$ cat config.mk
export PLATFORM = sky130hd
export DESIGN_NAME = venc_hs_enc
export DESIGN_NICKNAME = d
export VERILOG_FILES = /design/src/rtl/vdec_hs_pkg.sv /design/src/rtl/venc_conv_k9.sv /design/src/rtl/venc_hs_enc.sv
export SDC_FILE = /design/constraint.sdc
export NUM_CORES = 1
export LEC_CHECK = 0
export ABC_AREA = 1
export CAP_MARGIN = 20
export CORE_ASPECT_RATIO = 1.2
export CORE_UTILIZATION = 55
export DETAILED_ROUTE_END_ITERATION = 10
export PLACE_DENSITY = 0.79
export SLEW_MARGIN = 30
export SYNTH_ARGS = -nofsm -noshare
export SYNTH_HDL_FRONTEND = slang
export SYNTH_HIERARCHICAL = 1
export SYNTH_SLANG_ARGS = --single-unit
export TNS_END_PERCENT = 10
$ cat constraint.sdc
create_clock -name clk -period 3.35 [get_ports clk]
set_clock_uncertainty 0.1 [all_clocks]
set_input_delay 0.67 -clock clk [delete_from_list [all_inputs] [get_ports clk]]
set_output_delay 0.67 -clock clk [all_outputs]
set_load 0.01 [all_outputs]
$ cat src/rtl/vdec_hs_pkg.sv
// vdec_hs_pkg: shared HS-SCCH/E-AGCH constants (mode codes, FSM states, code generators, CRC poly)
package vdec_hs_pkg;
  typedef enum logic [1:0] {PART1 = 2'b00, PART2 = 2'b01, AGCH = 2'b10} hs_mode_e;
  typedef enum logic [2:0] {IDLE, INFO, CRC, TAIL, FINISH} state_t;
  localparam int CRC_W = 16;
  localparam int TAIL_W = 8;
  localparam logic [8:0] G0 = 9'o557;
  localparam logic [8:0] G1 = 9'o663;
  localparam logic [8:0] G2 = 9'o711;
  localparam logic [CRC_W-1:0] CRC_POLY = 16'h1021;
endpackage

$ cat src/rtl/venc_conv_k9.sv
// venc_conv_k9: rate-1/3 K=9 convolutional encoder; bit 8 of each generator weights the current bit
module venc_conv_k9
  import vdec_hs_pkg::*;
(
  input  logic       clk,
  input  logic       rst_n,
  input  logic       en,
  input  logic       clr,
  input  logic       b,
  output logic [2:0] g
);
  logic [7:0] s;
  always_ff @(posedge clk or negedge rst_n)
    if (!rst_n) s <= '0;
    else if (clr) s <= '0;
    else if (en) s <= {b, s[7:1]};
  always_comb g = {^({b, s} & G0), ^({b, s} & G1), ^({b, s} & G2)};
endmodule

$ cat src/rtl/venc_hs_enc.sv
// venc_hs_enc: HS-SCCH/E-AGCH encoder; info + UE-ID-masked CRC16 + zero tail, K=9 rate-1/3 coded
module venc_hs_enc
  import vdec_hs_pkg::*;
#(
  parameter int MAX_INFO = 32
) (
  input  logic                clk,
  input  logic                rst_n,
  input  logic                start,
  input  logic [1:0]          hs_mode,
  input  logic                agch_crc_sel,
  input  logic [5:0]          info_len,
  input  logic [MAX_INFO-1:0] info_data,
  input  logic [15:0]         ue_id_pri,
  input  logic [15:0]         ue_id_sec,
  output logic [2:0]          out_data,
  output logic                out_valid,
  input  logic                out_ready,
  output logic                busy,
  output logic                done
);
  state_t              state, nxt;
  logic                part1, adv, gen, last, b, enc_clr;
  logic [5:0]          len, cnt, plen, clip_len;
  logic [MAX_INFO-1:0] info_sh;
  logic [CRC_W-1:0]    crc, mask;
  logic [2:0]          g;

  always_comb begin
    clip_len = info_len > 6'(MAX_INFO) ? 6'(MAX_INFO) : info_len;
    adv = !out_valid || out_ready;
    gen = state == INFO || state == CRC || (state == TAIL && cnt != 6'(TAIL_W));
    plen = state == INFO ? len : state == CRC ? 6'(CRC_W) : 6'(TAIL_W);
    last = cnt == plen - 6'd1;
    b = state == INFO ? info_sh[MAX_INFO-1] : state == CRC ? crc[CRC_W-1] ^ mask[CRC_W-1] : 1'b0;
    nxt = state == INFO ? (part1 ? TAIL : CRC) : TAIL;
    enc_clr = state == IDLE && start;
    busy = state != IDLE;
  end

  venc_conv_k9 u_conv (
    .clk   (clk),
    .rst_n (rst_n),
    .en    (adv && gen),
    .clr   (enc_clr),
    .b     (b),
    .g     (g)
  );

  // TAIL parks at cnt==TAIL_W until its last triple is accepted, then FINISH
  always_ff @(posedge clk or negedge rst_n)
    if (!rst_n) begin
      state <= IDLE;
      part1 <= 1'b0;
      len <= '0;
      cnt <= '0;
      info_sh <= '0;
      crc <= '0;
      mask <= '0;
      out_data <= '0;
      out_valid <= 1'b0;
      done <= 1'b0;
    end else begin
      done <= 1'b0;
      case (state)
        IDLE: if (start) begin
          part1 <= hs_mode == PART1;
          len <= clip_len;
          cnt <= '0;
          info_sh <= info_data << (MAX_INFO - int'(clip_len));
          crc <= '0;
          mask <= (hs_mode >= AGCH && agch_crc_sel) ? ue_id_sec : ue_id_pri;
          state <= clip_len == '0 ? (hs_mode == PART1 ? TAIL : CRC) : INFO;
        end
        FINISH: state <= IDLE;
        default: if (adv) begin
          if (gen) begin
            out_data <= g;
            out_valid <= 1'b1;
            cnt <= (last && state != TAIL) ? '0 : cnt + 6'd1;
            if (last) state <= nxt;
            if (state == INFO) begin
              info_sh <= info_sh << 1;
              crc <= {crc[CRC_W-2:0], 1'b0} ^ ((b ^ crc[CRC_W-1]) ? CRC_POLY : '0);
            end
            if (state == CRC) begin
              crc <= crc << 1;
              mask <= mask << 1;
            end
          end else begin
            out_valid <= 1'b0;
            done <= 1'b1;
            state <= FINISH;
          end
        end
      endcase
    end
endmodule
# Word level (Yosys, flattened, before mapping)
# Cells that the tools add are included.
# totals
reg_bits	93
latchBits	0
ramBits	0
rom_bits	0
in_bits	77
out_inout_bits	6
elab_cells	106
mem_count	0
# op_classes
n_addsub	3
multipliers	0
div_mod_pow	0
n_lt_le_gt_ge	2
eq_ne	9
shifts	1
mux	43
bitwise_logic	5
n_reduce_logical	32
# ops
op	n
16-bit 2-to-1 mux	10
32-bit 2-to-1 mux	4
16-bit one-hot mux with 2 select lines	2
32-bit one-hot mux with 2 select lines	1
6-bit 2-to-1 mux	6
32-bit by 32-bit left shift with 32-bit output	1
9-bit XOR reduction	3
8-bit 2-to-1 mux	2
16-bit by 13-bit XOR with 16-bit output	1
5-bit AND reduction	3
13-bit 2-to-1 mux	1
3-bit 2-to-1 mux	4
6-bit one-hot mux with 2 select lines	1
2-bit nonzero test	5
1-bit 2-to-1 mux	9
3-bit nonzero test	3
6-bit by 6-bit subtractor with 7-bit output (first input constant)	1
6-bit by 1-bit adder with 6-bit output (second input constant)	1
3-bit by 2-bit == test with 1-bit output (second input constant)	2
6-bit == test	1
6-bit greater-than comparator (second input constant)	1
6-bit logical NOT	1
6-bit by 4-bit != test with 1-bit output (second input constant)	1
3-bit one-hot mux with 2 select lines	1
other kinds (20)	30

# Logic depth before layout (Yosys ltp)
# depth
depth_word	11
depth_mapped	22

# Hierarchy
# The synthesis kept the hierarchy.
# by_module_without_submodules
module	instances	cells_per_inst	area_each_um2	seq_area_each_um2
venc_hs_enc	1	981	6291.0	2127.0
venc_conv_k9	1	84	560.5	200.2

# Worst setup path before layout
# OpenSTA, ideal clock, no wires.
# synth_path
path_kind	input to register
startpoint	in info_len[0]
endpoint	reg info_sh[29]
setup_time_ns	0.113
t_arrival_ns	3.015
path_slack_ns	0.123
cell_stages	19
cell_sequence	buf_4 nor2_1 nand3_1 nand2_1 buf_6 nand2_2 buf_2 ha_1 clkbuf_1 inv_1 clkbuf_1 clkbuf_1 nand3_1 nand3_1 nand3_1 nand3_1 nand3_1 nand2_1 inv_1
# synth_via
elab_chain_len	6
# synth_rtl
element	line	rtl
start: declaration	venc_hs_enc.sv:12	input logic [5:0] info_len,
6-bit greater-than comparator	venc_hs_enc.sv:30	clip_len = info_len > 6'(MAX_INFO) ? 6'(MAX_INFO) : info_len;
6-bit 2-to-1 mux (*)	venc_hs_enc.sv:30	
6-bit by 6-bit subtractor with 7-bit output (*)	venc_hs_enc.sv:70	info_sh <= info_data << (MAX_INFO - int'(clip_len));
32-bit by 32-bit left shift with 32-bit output (*)	venc_hs_enc.sv:70	
32-bit 2-to-1 mux (*)	venc_hs_enc.sv:66	IDLE: if (start) begin
32-bit one-hot mux with 2 select lines (*)	venc_hs_enc.sv:65	case (state)
end signal: assignment	venc_hs_enc.sv:70	
end signal: assignment	venc_hs_enc.sv:83	info_sh <= info_sh << 1;
end: declaration	venc_hs_enc.sv:25	logic [MAX_INFO-1:0] info_sh;
# Mark *: on every way between the ends. The rest lies on a longest branch, timed or not. The select of a mux whose other input is x is not followed.
# A chain may end at the register's enable or synchronous reset.

# Final worst setup path
# layout_path
startpoint	in info_len[3]
endpoint	reg info_sh[25]
# The elaborated chain is that of the path after synthesis.

==> results.py <==
metrics = {
    "detailed_routing": {
        "viasPerCell": 5.56,
        "post_drt_wl_per_cell_um": 13.4,
        "vias": 7168,
        "top_layer": "met4",
        "ant_nets": 0,
        "drt-met1-wl_mm": 7.25,
        "wl_met2_mm": 8.43,
        "drcViolationCount": 0,
        "wl_mm": 17.3,
        "drt-pass1-iter-count": 6,
        "drt_iter0_markers": 476,
        "wl_met3_mm": 1.06,
    },
    "finish": {
        "post_route_cells_drive_above_1_share_pct": 6.03,
        "fill_cells": 1152,
        "nNetsFinal": 1205,
        "utilization_pct": 67.0,
        "area.growth.synth_to_final_pct": 18.5,
        "insertedDiodeCount": 0,
        "layout_common_cells": "257 x nand2_1, 253 x nand3_1, 98 x inv_1",
        "mostFrequentLayoutCell": "nand2_1",
    },
    "cts": {
        "cts_buffers": 9,
        "postCtsSetupRepairBufs": 0,
        "cts_resized": 0,
        "cts.htree.levels": 3,
        "cts_tree": "yes",
        "cts_buffer_depth": 2,
        "clk_pin_slew_ps": 70,
        "root_buffer": "clkbuf_16",
        "cts_hold_buf": 0,
        "clk_latency_ps": 340,
        "clock-sinks": 93,
    },
    "synthesis": {
        "seq_area_frac_synth_pct": 34.0,
        "syn-num-nets": 1146,
        "ys_types": 34,
        "synth_seq_cells": 93,
        "postSynthAreaPerCell_um2": 6.43,
        "synth_compound_area_share_pct": 11.3,
        "netlist_area_mm2": 0.00685,
        "synth_top_family_by_area": "simple AND/OR/NAND/NOR gates",
        "synthArstFlopShare_pct": 100,
        "synthMuxAreaShare_pct": 0,
        "synthAdderAreaFrac_pct": 0.730,
        "synth-simple-area-share_pct": 41.5,
        "synthFlopType": "dfrtp_1",
        "yosys_warnings": 6,
        "synth-edff-count": 0,
        "synthCells": 1065,
        "synthXorXnorAreaFrac_pct": 1.79,
    },
    "run_status": {
        "status": "complete, no violations",
    },
    "timing": {
        "relSlewSlack_pct": 56.1,
        "worst_pin_slew_ps": 659,
        "finalHoldViolCount": 0,
        "fin_setup_tns_ps": 0,
        "rsz0062_at_grt": "no",
        "finalSetupViolCount": 0,
        "fin_crit_ps": 2980,
        "fin_crit_sh_pct": 89.1,
        "max_freq_mhz": 335,
        "drv_slew": 0,
    },
    "power": {
        "power.leakage_nw": 3.83,
        "vdd_drop_max_mv": 0.361,
        "p_per_area_mw_per_mm2": 765,
    },
    "grt": {
        "grt_overflow_total": 0,
        "antenna_found_initial": 0,
        "grt_pass1_vias": 6702,
        "grt_pass1_wl_mm": 30.4,
        "grt_max_degree": 52,
        "grt_use_total_pct": 28.3,
    },
    "die": {
        "die_h_um": 124,
        "fp.coreArea_mm2": 0.0121,
        "die_w_um": 104,
        "die_area_mm2": 0.0129,
        "rows": 44,
        "io_pins": 83,
        "start_util_pct": 56.6,
    },
    "critical_path": {
        "cp.required_ps": 3490,
        "path_max_fanout": 9,
        "end_kind": "flop",
        "crit_type": "input port to flop",
        "crit_path_start_kind": "input port",
        "reg2reg_setup_slack_ps": 770,
        "cp.arrival_ps": 3120,
    },
    "place": {
        "place_congestion": 0.992,
        "dp.final_hpwl_mm": 12.6,
        "io_buffers": 82,
    },
    "min_path": {
        "hold_class": "input port to asynchronous set/reset pin",
    },
    "run": {
        "maxCapViolCount": 0,
    },
}
==> synth_stat cells, types with 2 or more instances <==
cell | n | area share (%)
buf_6 | 6 | 0.99
buf_1 | 3 | 0.16
nor2_1 | 88 | 4.8
o22ai_1 | 13 | 1.2
nand4_1 | 8 | 0.73
nand3_1 | 253 | 18
o31ai_1 | 3 | 0.33
ha_1 | 4 | 0.73
or2_0 | 4 | 0.37
nor3_1 | 6 | 0.44
xnor2_1 | 5 | 0.64
buf_2 | 17 | 1.2
nand2_2 | 6 | 0.55
inv_2 | 8 | 0.44
nor2_4 | 3 | 0.49
nand2_1 | 257 | 14
or2_2 | 3 | 0.27
o21ai_0 | 67 | 4.9
dfrtp_1 | 93 | 34
or2_1 | 2 | 0.18
nand3b_1 | 5 | 0.55
xor2_1 | 9 | 1.2
a21oi_1 | 54 | 3.9
nor2_2 | 4 | 0.37
buf_4 | 11 | 1.2
clkbuf_1 | 22 | 1.2
inv_1 | 98 | 5.4
o21ai_1 | 7 | 0.51
==> report_power, final <==
| group | leakage, nW | switching (W) | internal [W] |
|---|---|---|---|
| Sequential | 1.16 | 0.000306 | 0.00163 |
| Clock | 0.144 | 0.000438 | 0.000583 |
| Combinational | 2.52 | 0.00204 | 0.00121 |
| Total | 3.83 | 0.00279 | 0.00342 |
==> worst paths after layout <==
check | start | end | cells after the start
min reg2reg | out_data[1] | out_data[1] | 2
min in group clk | out_data[1] | out_data[1] | 2
min | rst_n | out_data[1] | 1
max in group asynchronous | rst_n | len[0] | 2
max | info_len[3] | info_sh[25] | 18
max reg2reg | state[1] | info_sh[22] | 10
==> cells by family (layout without fill, tap and decap cells) <==
group | count (synthesis) | in the layout
simple gates | 640 | 640
buf+inv | 167 | 230
compound gates | 147 | 147
flops | 93 | 93
xor+xnor | 14 | 14
fa+ha+maj | 4 | 4
==> area by class of cell <==
type | instances | area [um2] | share of cell area [%]
timing repair buffer | 108 | 1100 | 13.6
tap | 161 | 201 | 2.48
multi-input combinational | 805 | 3790 | 46.7
sequential | 93 | 2330 | 28.7
clock buffer | 9 | 225 | 2.77
inverter | 107 | 402 | 4.95
clock inverter | 6 | 71.3 | 0.879
==> worst max-delay path, stage by stage <==
cell and delay [ps]:
clkdlybuf4s50_1 430, nor2_1 100, nand3_1 80, nand2_1 90, nand2_2 60, ha_1 250, nor2_4 140, clkinv_1 280
nand2_1 180, inv_1 60, nand3_1 100, nand3_1 110, nand3_1 90, nand3_1 80, nand3_1 180, nand3_1 100
nand2_1 80, inv_1 40
==> state kept, by name, indices dropped and copies added (netlist names) <==
register and flops:
cnt 6, crc 16, done 1, info_sh 32, len 6, mask 16, out_data 3, out_valid 1
part1 1, state 3, u_conv/s 8
==> metrics by stage <==
| step | setup WS, ps | instances | instance area [um2] | power [W] | hold WS, ps |
|---|---|---|---|---|---|
| 3_5_place_dp | 74.6 | 1274 | 7820 | 0.00517 | 357 |
| 2_1_floorplan | 123 | 1065 | 6850 | 0.00436 | 274 |
| 4_1_cts | 394 | 1289 | 8120 | 0.00622 | 278 |
| 6_report | 366 | 1289 | 8120 | 0.00621 | 243 |
| 3_3_place_gp | 120 | 1274 | 7820 | 0.00510 | 352 |
| 5_1_grt | 116 | 1289 | 8120 | 0.00681 | 300 |
==> routing by layer <==
metal / up-vias / GRT usage, %
met2: 274 / 47.8
met3: 48 / 4.40
met1: 3232 / 35.5
met4: 0 / 12.9
li1: 3614 / -
met5: - / 0
Note: power is estimated with default switching activity, not from simulation.
